--- config.mk ---
export PLATFORM = sky130hd
export DESIGN_NAME = dec_serial
export DESIGN_NICKNAME = d
export VERILOG_FILES = /design/src/rtl/dec_serial.sv
export SDC_FILE = /design/constraint.sdc
export NUM_CORES = 1
export LEC_CHECK = 0
export BUFFER_PORTS_ARGS = -buffer_cell sky130_fd_sc_hd__buf_2
export CAP_MARGIN = 20
export CORE_ASPECT_RATIO = 1.4
export CORE_MARGIN = 2
export CORE_UTILIZATION = 55
export DETAILED_ROUTE_END_ITERATION = 6
export GPL_TIMING_DRIVEN = 0
export PLACE_DENSITY_LB_ADDON = 0.08
export SKIP_LAST_GASP = 1
export SYNTH_ARGS = -nofsm -noshare
export SYNTH_HDL_FRONTEND = slang
export SYNTH_SLANG_ARGS = --single-unit
export TNS_END_PERCENT = 30
--- constraint.sdc ---
create_clock -name clk -period 3.1 [get_ports clk]
set_input_delay 0.155 -clock clk [delete_from_list [all_inputs] [get_ports clk]]
set_output_delay 0.155 -clock clk [all_outputs]
set_load 0.01 [all_outputs]
--- src/rtl/dec_serial.sv ---
// dec_serial: bit-serial decrementer (result = operando - 1 mod 2^WIDTH).
// The operand is walked LSB first with a ripple borrow, one bit per clock.
// A subtraction always takes exactly WIDTH shift cycles.
//
// Ports
//   clk       rising-edge clock
//   rst_n     synchronous active-low reset
//   start     request, only looked at while idle
//   operando  operand, captured on the edge that accepts start
//   dec       result, held until the next completion
//   borrow    final borrow (operand was zero, result wrapped to all ones)
//   zero      dec == 0
//   busy      shift in progress
//   done      one-cycle completion strobe
//
// state   | meaning
// --------+---------------------------------------------------------------
// S_IDLE  | waiting for start; result outputs hold the last completion
// S_SHIFT | one operand bit per clock, WIDTH cycles, busy=1
// S_DONE  | result just published, done=1 for this single cycle

module dec_serial #(
    parameter int WIDTH = 8
) (
    input  logic             clk,
    input  logic             rst_n,
    input  logic             start,
    input  logic [WIDTH-1:0] operando,
    output logic [WIDTH-1:0] dec,
    output logic             borrow,
    output logic             zero,
    output logic             busy,
    output logic             done
);

    localparam int CW = $clog2(WIDTH);
    localparam logic [CW-1:0] LAST = CW'(WIDTH - 1);

    typedef enum logic [1:0] {S_IDLE, S_SHIFT, S_DONE} state_t;

    state_t           state;
    logic [WIDTH-1:0] opnd_sr;
    logic [WIDTH-1:0] res_sr;
    logic             b;
    logic [CW-1:0]    cnt;

    logic             a;
    logic             r;
    logic             b_nxt;
    logic [WIDTH-1:0] res_nxt;

    // Next shift step; also what gets published on the final shift edge.
    always_comb begin
        a       = opnd_sr[0];
        r       = a ^ b;
        b_nxt   = ~a & b;
        res_nxt = {r, res_sr[WIDTH-1:1]};
    end

    always_ff @(posedge clk) begin
        if (!rst_n) begin
            state   <= S_IDLE;
            opnd_sr <= '0;
            res_sr  <= '0;
            b       <= 1'b0;
            cnt     <= '0;
            dec     <= '0;
            borrow  <= 1'b0;
            zero    <= 1'b0;
            busy    <= 1'b0;
            done    <= 1'b0;
        end else begin
            case (state)
                S_IDLE: begin
                    done <= 1'b0;
                    if (start) begin
                        opnd_sr <= operando;
                        res_sr  <= '0;
                        b       <= 1'b1;   // borrow-in of 1 subtracts one
                        cnt     <= '0;
                        busy    <= 1'b1;
                        state   <= S_SHIFT;
                    end
                end
                S_SHIFT: begin
                    res_sr  <= res_nxt;
                    opnd_sr <= opnd_sr >> 1;
                    b       <= b_nxt;
                    cnt     <= cnt + CW'(1);
                    // No early exit when the borrow dies: latency stays fixed.
                    if (cnt == LAST) begin
                        dec    <= res_nxt;
                        borrow <= b_nxt;
                        zero   <= (res_nxt == '0);
                        busy   <= 1'b0;
                        done   <= 1'b1;
                        state  <= S_DONE;
                    end
                end
                S_DONE: begin
                    done  <= 1'b0;
                    state <= S_IDLE;
                end
                default: begin
                    busy  <= 1'b0;
                    done  <= 1'b0;
                    state <= S_IDLE;
                end
            endcase
        end
    end

endmodule
==> metrics.md, run 1 <==
| Metric | Value |
|---|---|
| Grt total ovfl | 0 |
| Yosys warns | 0 |
| CTS tree | built |
| Syn Area/Cell | 10.0 um^2 |
| Hold WC Path Type | primary input to register |
| Clk_lat worst skew | 0.34 ns |
| CP Max Fanout | 10 |
| Sw frac | 0.239 |
| Die Area | 0.00280 mm^2 |
| P_sw | 0.182 mW |
| # Post-CTS Setup Buffers | 0 |
| Final Power | 0.760 mW |
| Resize count post-CTS | 0 |
| Footprint of the multi-input gates | 601 um^2 |
| All-Layer GR Usage | 0.203 |
| Initial DRT Pass Iterations | 4 |
| CTS Buf Count | 5 |
| WL final | 2440 um |
| Top-count cell post-synth | dfxtp_1 |
| Die width | 45.3 um |
| Worst IR drop on VDD | 0.000445 V |
| Number of global-route vias before repair | 973 |
| Post-route ant nets | 0 |
| Final hold violation count | 0 |
| Largest net degree at the start of global routing | 11 |
| Busiest grt layer | met2 |
| Hold EP | opnd_sr[3]$_SDFFE_PN0P_ |
| Pwr dens | 504 mW/mm^2 |
| Register area | 661 um^2 |
| Initial antenna violation count | 0 |
| Residual DRC | 0 |
| CTS Buffer Depth | 2 |
| CTS root buf | clkbuf_4 |
| Worst Setup Start Kind | register |
| Vias per Instance | 5.50 |
| Status | completed |
| Post-synth ARST share | 0 |
| Wirelength per Cell | 13.4 um |
| Hold Crit Start | operando[3] |
| Yosys cell types | 31 |
| Gp weighted congestion | 0.811 |
| Global-route wire length before repair | 4100 um |
| Nets | 174 |
| Detailed placer's ending HPWL | 1790 um |
| Fill cell count | 224 |
| CTS clk-pin slew, worst paths | 0.10 ns |
| Max_cap viols | 0 |
| Pleak | 0.678 nW |
| # diodes | 0 |
| Internal power | 0.579 mW |
| Yosys top cell area share | 0.502 |
| Skew final | 0.0127 ns |
| Clock share of power | 0.323 |
| Cts hold-fix bufs | 0 |
| FF-to-FF End | dec[0]$_SDFFE_PN0P_ |
| Met1 GRT Util | 0.231 |
| Actual slew at the worst max-slew pin | 0.388 ns |
| Setup_tns | 0 ns |
| Setup crit end kind | register |
| Final Util | 0.645 |
| Synth Flop Type | dfxtp_1 |
| Global-route met2 utilization | 0.349 |
| Layout area overhead | 14.7% |
| R2r setup slk | 1.60 ns |
| Initial Util | 0.562 |
| Worst path required time | 3.37 ns |
| Synth top cells by count | 33 x dfxtp_1, 19 x nand2_1, 10 x o21ai_0, 9 x a21boi_0, 9 x a22o_1 |
| Reg2Reg Depth | 6 |
| Vias | 1,007 |
| IO Count | 23 |
| Hold path cells | 3 |
| Sink Count | 33 |
| Mapped Cells | 131 |
| Cell taking the most area after synthesis | dfxtp_1 |
| H-tree depth | 2 |
| Post-synth EDFFs | 0 |
| Sequential share of power | 0.589 |
| Gate power share | 0.088 |
| Fraction of layout cells with a size suffix above 1 | 0.219 |
| Slew Limit Fails | 0 |
| Fmax | 667 MHz |
| Relative slew margins | 0.741 |
| DRT iter0 DRCs | 9 |
| Die span in y | 61.9 um |
| Period Utilization, post-route | 0.484 |
| Final setup viols | 0 |
| IO buf count | 22 |
| Unrepaired setup endpoints after global routing | no |
| Post-synthesis sequential area ratio | 0.502 |
| Final worst path period need | 1.50 ns |
| Core area | 0.00234 mm^2 |
| Synth area leaders | dfxtp_1 50%, mux2i_1 6.1%, a22o_1 6.0% |
| Yosys reg bits | 33 |
| FF-to-FF Start | cnt[0]$_SDFFE_PN0P_ |
| Mapped Nets | 145 |
| Worst EP arrival | 1.77 ns |
| Rows | 21 |
| Mapped cell area | 0.00132 mm^2 |
| GR Layer Usage met3 | 0.0434 |
| Setup CP Type | register to register |
## cells by family after synthesis
kind of cell / count (synthesis) / synth area share
muxes: 8 / 0.0609
DFF: 33 / 0.502
and+or+nand+nor: 38 / 0.161
AOI/OAI and AO/OA: 40 / 0.206
buffers and inverters: 9 / 0.0409
adders and majority gates: 3 / 0.0285
## final cells by class
type                    instances  share of cell area
plain buffers                   6              0.0282
clock buffers                   7              0.0365
inverters                       3             0.00746
multi-input cells              89               0.398
flip-flops and latches         33               0.438
well taps                      23              0.0191
repair buffers                 22              0.0730
## placed cells by master, fill, tap and decap left out, types with 3 or more instances in the layout
master and instances:
a21boi_0 9, o21ai_0 10, inv_1 3, mux2i_1 8, a22o_1 9, a21oi_1 8, clkbuf_1 3, clkbuf_4 5
ha_1 3, nand2_1 19, dfxtp_1 33, buf_2 23
## critical path, stage by stage (launching register included)
cell and delay, ns:
dfxtp_1 0.37, ha_1 0.17, ha_1 0.23, and3b_1 0.22, buf_2 0.22, nand2_1 0.07, a21boi_0 0.14
## power groups by stage
stage	Sequential (mW)	Clock [mW]	Combinational, mW
floorplan	0.456	0	0.0482
global placement	0.457	0	0.0651
detailed placement	0.458	0	0.0673
CTS	0.448	0.247	0.0679
global route	0.450	0.264	0.0766
finish	0.448	0.245	0.0666
## worst max path at each step
stage	slack (ns)	end	from
floorplan	1.75	dec[7]$_SDFFE_PN0P_	cnt[0]$_SDFFE_PN0P_
global placement	1.63	dec[7]$_SDFFE_PN0P_	cnt[0]$_SDFFE_PN0P_
detailed placement	1.60	dec[7]$_SDFFE_PN0P_	cnt[0]$_SDFFE_PN0P_
CTS	1.58	dec[0]$_SDFFE_PN0P_	cnt[0]$_SDFFE_PN0P_
global route	1.44	dec[5]$_SDFFE_PN0P_	cnt[0]$_SDFFE_PN0P_
finish	1.60	dec[0]$_SDFFE_PN0P_	cnt[0]$_SDFFE_PN0P_
## sequential cells by signal (all words and copies together), names as in the netlist
signal   cells
dec          8
busy         1
opnd_sr      8
cnt          3
borrow       1
zero         1
b            1
state        2
res_sr       7
done         1
## per-layer routing
| metal | vias to the layer above | routed length (um) |
|---|---|---|
| li1 | 518 | - |
| met1 | 466 | 1040 |
| met2 | 17 | 1270 |
| met3 | 6 | 91 |
| met4 | 0 | 44 |
| met5 | - | 0 |
## metrics by stage
| step | instances | worst slack, ns | hold slack (ns) | cell area [um^2] |
|---|---|---|---|---|
| floorplan | 131 | 1.75 | 0.308 | 1320 |
| global placement | 176 | 1.63 | 0.437 | 1450 |
| detailed placement | 176 | 1.60 | 0.439 | 1450 |
| CTS | 183 | 1.58 | 0.105 | 1510 |
| global route | 183 | 1.44 | 0.107 | 1510 |
| finish | 183 | 1.60 | 0.0967 | 1510 |
Power figures use the tool's default switching activity.
==> inputs of run 2 (changes only) <==
CORE_UTILIZATION = 48   (was 55)
clock period = 1.28 ns   (was 3.1 ns; I/O delays follow)
==> metrics.md, run 2 (synthesis results as in run 1) <==
| Metric | Value |
|---|---|
| Worst path required time | 1.51 ns (-1.86 ns) |
| Nets | 178 (+2.3%) |
| CTS root buf | clkbuf_4 |
| IO Count | 23 (unchanged) |
| Hold WC Path Type | primary input to register |
| Wirelength per Cell | 12.7 um (-5.2%) |
| CTS clk-pin slew, worst paths | 0.10 ns (about the same) |
| Failing checks | setup timing |
| Largest net degree at the start of global routing | 11 (unchanged) |
| Actual slew at the worst max-slew pin | 0.436 ns (+0.0480 ns) |
| Pre-CTS setup slack | -0.111 ns (-1.71 ns) |
| Core area | 0.00262 mm^2 (+12%) |
| Period Utilization, post-route | 1.03 (+0.547) |
| Worst IR drop on VDD | 0.00104 V (+130%) |
| Vias per Instance | 5.16 (-6.2%) |
| Max_cap viols | 0 (unchanged) |
| Register area | 666 um^2 (+0.76%) |
| Die span in y | 65.9 um (+6.6%) |
| Slew Limit Fails | 0 (unchanged) |
| DRT iter0 DRCs | 8 (-1) |
| R2r setup slk | -0.04 ns (-1.64 ns) |
| Number of global-route vias before repair | 998 (+2.6%) |
| Sink Count | 33 (unchanged) |
| Largest regs | dec x8, opnd_sr x8, res_sr x7 |
| Commonest non-fill, non-tap cell in the layout | dfxtp_1 |
| WL final | 2550 um (+4.1%) |
| Fmax | 758 MHz (+14%) |
| Footprint of the multi-input gates | 632 um^2 (+5.2%) |
| CTS tree | built |
| CTS Buf Count | 5 (unchanged) |
| Cells after DPL | 189 (+7.4%) |
| Relative slew margins | 0.709 (-0.0320) |
| Status | finished with violations |
| Die Area | 0.00318 mm^2 (+13%) |
| Setup crit end kind | register |
| Setup CP Type | register to register |
| Cts hold-fix bufs | 0 (unchanged) |
| Pwr dens | 1270 mW/mm^2 (+150%) |
| Detailed placer's ending HPWL | 1780 um (-0.64%) |
| Most frequent cells in the layout | 29 x dfxtp_1, 22 x buf_2, 19 x nand2_1 |
| Initial DRT Pass Iterations | 4 (unchanged) |
| Fill cell count | 242 (+8.0%) |
| Gp weighted congestion | 0.791 (-2.5%) |
| H-tree depth | 2 (unchanged) |
| Fraction of layout cells with a size suffix above 1 | 0.285 (+0.0661) |
| All-Layer GR Usage | 0.186 (-0.0170) |
| IO buf count | 22 (unchanged) |
| Non-filler instance count after layout | 201 (+9.8%) |
| Final worst path period need | 1.32 ns (-0.180 ns) |
| Setup slack after layout | -0.0398 ns (-1.64 ns) |
| Layout area overhead | 23.8% |
| Post-route ant nets | 0 (unchanged) |
| Global-route wire length before repair | 4240 um (+3.5%) |
| Residual DRC | 0 (unchanged) |
| Worst Setup Start Kind | register |
| Die width | 48.2 um (+6.4%) |
| CTS Buffer Depth | 2 (unchanged) |
| Skew final | 0.0115 ns (-0.00127 ns) |
| Initial Util | 0.503 (-0.0595) |
| Clk_lat worst skew | 0.33 ns (about the same) |
| Final Power | 2.06 mW (+170%) |
| Final setup viols | 1 (+1) |
| CP Max Fanout | 5 (-5) |
| Initial antenna violation count | 0 (unchanged) |
| Vias | 1,037 (+3.0%) |
| Unrepaired setup endpoints after global routing | yes |
| Worst EP arrival | 1.55 ns (-0.22 ns) |
| Grt total ovfl | 0 (unchanged) |
| Final hold violation count | 0 (unchanged) |
| Pleak | 0.717 nW (+5.7%) |
| # diodes | 0 (unchanged) |
| Rows | 22 (+4.8%) |
| Design area | 0.00163 mm^2 (+7.9%) |
| Placed Instance Area | 0.00149 mm^2 (+2.6%) |
==> run 2: cell count changes in the layout (fill, tap and decap cells not counted), moves of 2 or more <==
| cell | before | now |
|---|---|---|
| ha_1 | 3 | 1 |
| a21boi_1 | 0 | 6 |
| dfxtp_1 | 33 | 29 |
| dfxtp_2 | 0 | 4 |
| ha_4 | 0 | 2 |
| a21boi_0 | 9 | 3 |
| buf_4 | 1 | 5 |
==> run 2: path summary, 6_finish.rpt <==
kind / cells after the start / startpoint / endpoint
worst max-delay path: 5 / cnt[0]$_SDFFE_PN0P_ / dec[7]$_SDFFE_PN0P_
worst min-delay path: 3 / operando[4] / opnd_sr[4]$_SDFFE_PN0P_
worst max register to register: 5 / cnt[0]$_SDFFE_PN0P_ / dec[7]$_SDFFE_PN0P_
worst min register to register: 2 / zero$_SDFFE_PN0P_ / zero$_SDFFE_PN0P_
==> run 2: worst max-delay path: stages, from the launching register on <==
cell and delay [ns]:
dfxtp_2 0.35, ha_4 0.16, ha_4 0.17, and3b_2 0.22, buf_6 0.13, o211a_1 0.19
==> run 2: final cells by class <==
type                       count  share of cell area
multi-input combinational     89               0.388
buffer                         6              0.0300
inverter                       3             0.00692
tap                           36              0.0277
clock buffer                   7              0.0338
timing repair buffer          26              0.0861
clock inverter                 1              0.0184
sequential                    33               0.409
==> run 2: routing by layer <==
layer,vias to the layer above,part of all wire,track usage
met5,-,0,0
met4,0,0.0090,0.0709
met3,2,0.042,0.0656
met2,26,0.52,0.296
met1,480,0.43,0.220
li1,529,-,-
==> run 2: repair_timing <==
item                                    4_1_cts  5_1_grt
gates cloned                                  0        1
buffers inserted                              3        0
endpoints found under the setup margin       20       30
pin swaps                                     0        1
gates resized for setup                       7        7
==> run 2: stage by stage <==
stage,TNS [ns],hold WS (ns),utilization
finish,-0.0398,0.0266,0.622
global route,-0.537,0.0249,0.622
CTS,-0.0968,0.0184,0.617
detailed placement,-0.946,0.370,0.570
global placement,-0.334,0.357,0.570
floorplan,0,0.217,-
==> run 2: power breakdown <==
part	switching [mW]	internal [mW]
combinational	0.0841	0.0869
clock	0.334	0.466
sequential	0.0247	1.06
total	0.443	1.62
==> inputs of run 3 (changes only) <==
CORE_ASPECT_RATIO = 1.2   (was 1.4)
==> metrics.md, run 3 (synthesis results as in run 1) <==
| Metric | Value |
|---|---|
| Status | finished with violations |
| Failing checks | setup timing |
| Final setup viols | 1 (unchanged) |
| Skew final | 0.00471 ns (-0.00677 ns) |
| Wirelength per Cell | 12.5 um (-1.1%) |
| Vias | 1,053 (+1.5%) |
| DRT iter0 DRCs | 6 (-2) |
| Initial Util | 0.510 (+0.00732) |
| Final worst path period need | 1.31 ns (-0.0133 ns) |
| CP Max Fanout | 5 (unchanged) |
| Commonest non-fill, non-tap cell in the layout | dfxtp_1 |
| Pleak | 0.715 nW (-0.31%) |
| Grt total ovfl | 0 (unchanged) |
| CTS root buf | clkbuf_4 |
| Cells after DPL | 186 (-1.6%) |
| Largest regs | dec x8, opnd_sr x8, res_sr x7 |
| Worst Setup Start Kind | register |
| Core area | 0.00258 mm^2 (-1.4%) |
| Pre-CTS setup slack | -0.0810 ns (+0.0297 ns) |
| Worst EP arrival | 1.53 ns (-0.02 ns) |
| Residual DRC | 0 (unchanged) |
| Post-route ant nets | 0 (unchanged) |
| Number of global-route vias before repair | 969 (-2.9%) |
| Die Area | 0.00318 mm^2 (-0.13%) |
| Rows | 20 (-9.1%) |
| CTS tree | built |
| Clock share of power | 0.300 (-0.089) |
| Die width | 51.8 um (+7.3%) |
| Slew Limit Fails | 0 (unchanged) |
| P_sw | 0.430 mW (-2.8%) |
| Final Util | 0.628 (+0.00567) |
| Vias per Instance | 5.24 (+1.5%) |
| CTS Buffer Depth | 2 (unchanged) |
| Worst IR drop on VDD | 0.000824 V (-20%) |
| Die span in y | 61.3 um (-7.0%) |
| Period Utilization, post-route | 1.02 (-0.0104) |
| Sequential share of power | 0.605 (+0.077) |
| Max_cap viols | 0 (unchanged) |
| Worst path required time | 1.50 ns (about the same) |
| Most frequent cells in the layout | 29 x dfxtp_1, 22 x buf_2, 19 x nand2_1 |
| Unrepaired setup endpoints after global routing | yes |
| Detailed placer's ending HPWL | 1740 um (-1.9%) |
| Clk_lat worst skew | 0.32 ns (about the same) |
| CTS clk-pin slew, worst paths | 0.09 ns (about the same) |
| Largest net degree at the start of global routing | 11 (unchanged) |
| Fraction of layout cells with a size suffix above 1 | 0.298 (+0.0128) |
| Non-filler instance count after layout | 201 (unchanged) |
| # diodes | 0 (unchanged) |
| WL final | 2520 um (-1.1%) |
| Fmax | 765 MHz (+1.0%) |
| Nets | 181 (+1.7%) |
| Final hold violation count | 0 (unchanged) |
| Setup CP Type | register to register |
| Cts hold-fix bufs | 0 (unchanged) |
| Setup crit end kind | register |
| Setup slack after layout | -0.0265 ns (+0.0133 ns) |
| Layout area overhead | 23.1% |
| H-tree depth | 2 (unchanged) |
| All-Layer GR Usage | 0.195 (+0.00893) |
| Hold WC Path Type | primary input to register |
| Internal power | 1.37 mW (-15%) |
| Actual slew at the worst max-slew pin | 0.426 ns (-0.0103 ns) |
| Setup_tns | -0.0265 ns (+0.0133 ns) |
| Gate power share | 0.095 (+0.012) |
| Initial antenna violation count | 0 (unchanged) |
| Initial DRT Pass Iterations | 4 (unchanged) |
| Pwr dens | 1110 mW/mm^2 (-12%) |
| Global-route wire length before repair | 4360 um (+2.8%) |
| CTS Buf Count | 5 (unchanged) |
| IO Count | 23 (unchanged) |
| IO buf count | 22 (unchanged) |
| Relative slew margins | 0.716 (+0.00689) |
| Sink Count | 33 (unchanged) |
| Sw frac | 0.239 (+0.0239) |
| Gp weighted congestion | 0.746 (-5.7%) |
## run 3: cell count changes in the layout (fill, tap and decap cells not counted), sizes merged
| cell | before | now |
|---|---|---|
| buf | 30 | 33 |
| bufinv | 1 | 0 |
| clkbuf | 9 | 10 |
## run 3: layout make-up
class,instances,area (um^2)
repair buffers,29,163
clock buffers,8,48.8
flip-flops and latches,33,666
inverters,3,11.3
fillers,231,958
well taps,33,41.3
plain buffers,6,48.8
multi-input cells,89,641
## run 3: power by group through the flow
stage	registers, mW	clock network [mW]	logic [mW]
2_1_floorplan	1.10	0	0.117
3_3_place_gp	1.11	0	0.160
3_5_place_dp	1.11	0	0.163
4_1_cts	1.09	0.559	0.170
5_1_grt	1.09	0.603	0.198
6_report	1.09	0.540	0.172
## run 3: worst paths after layout
path / start / cells past startpoint / slack, ns / to
worst max-delay path: cnt[1]$_SDFFE_PN0P_ / 5 / -0.03 / dec[7]$_SDFFE_PN0P_
worst min-delay path: operando[4] / 3 / 0.03 / opnd_sr[4]$_SDFFE_PN0P_
worst max register to register: cnt[1]$_SDFFE_PN0P_ / 5 / -0.03 / dec[7]$_SDFFE_PN0P_
worst min register to register: dec[4]$_SDFFE_PN0P_ / 2 / 0.46 / dec[4]$_SDFFE_PN0P_
## run 3: metrics by stage
stage	area (um^2)	hold slack, ns	power, mW
2_1_floorplan	1340	0.217	1.22
3_3_place_gp	1490	0.355	1.27
3_5_place_dp	1490	0.361	1.27
4_1_cts	1600	0.0145	1.82
5_1_grt	1620	0.0290	1.89
6_report	1620	0.0291	1.80
## run 3: per-layer routing
metal	up-vias	part of all wire	global-route usage
met5	-	0	0
met4	0	0.020	0.113
met3	8	0.044	0.0558
met2	23	0.50	0.332
met1	485	0.44	0.221
li1	537	-	-
## run 3: worst max-delay path, cell delays in order, from the launching register on
cell and delay [ns]:
dfxtp_2 0.35, ha_4 0.16, ha_4 0.16, and3b_2 0.22
buf_6 0.13, o211a_1 0.19
## run 3: what timing repair did
action                                  in CTS  in global routing
buffers inserted                             5                  1
gates cloned                                 1                  0
endpoints found under the hold margin        0                  0
gates resized for setup                      6                  6
pin swaps                                    1                  0
endpoints found under the setup margin      19                 30
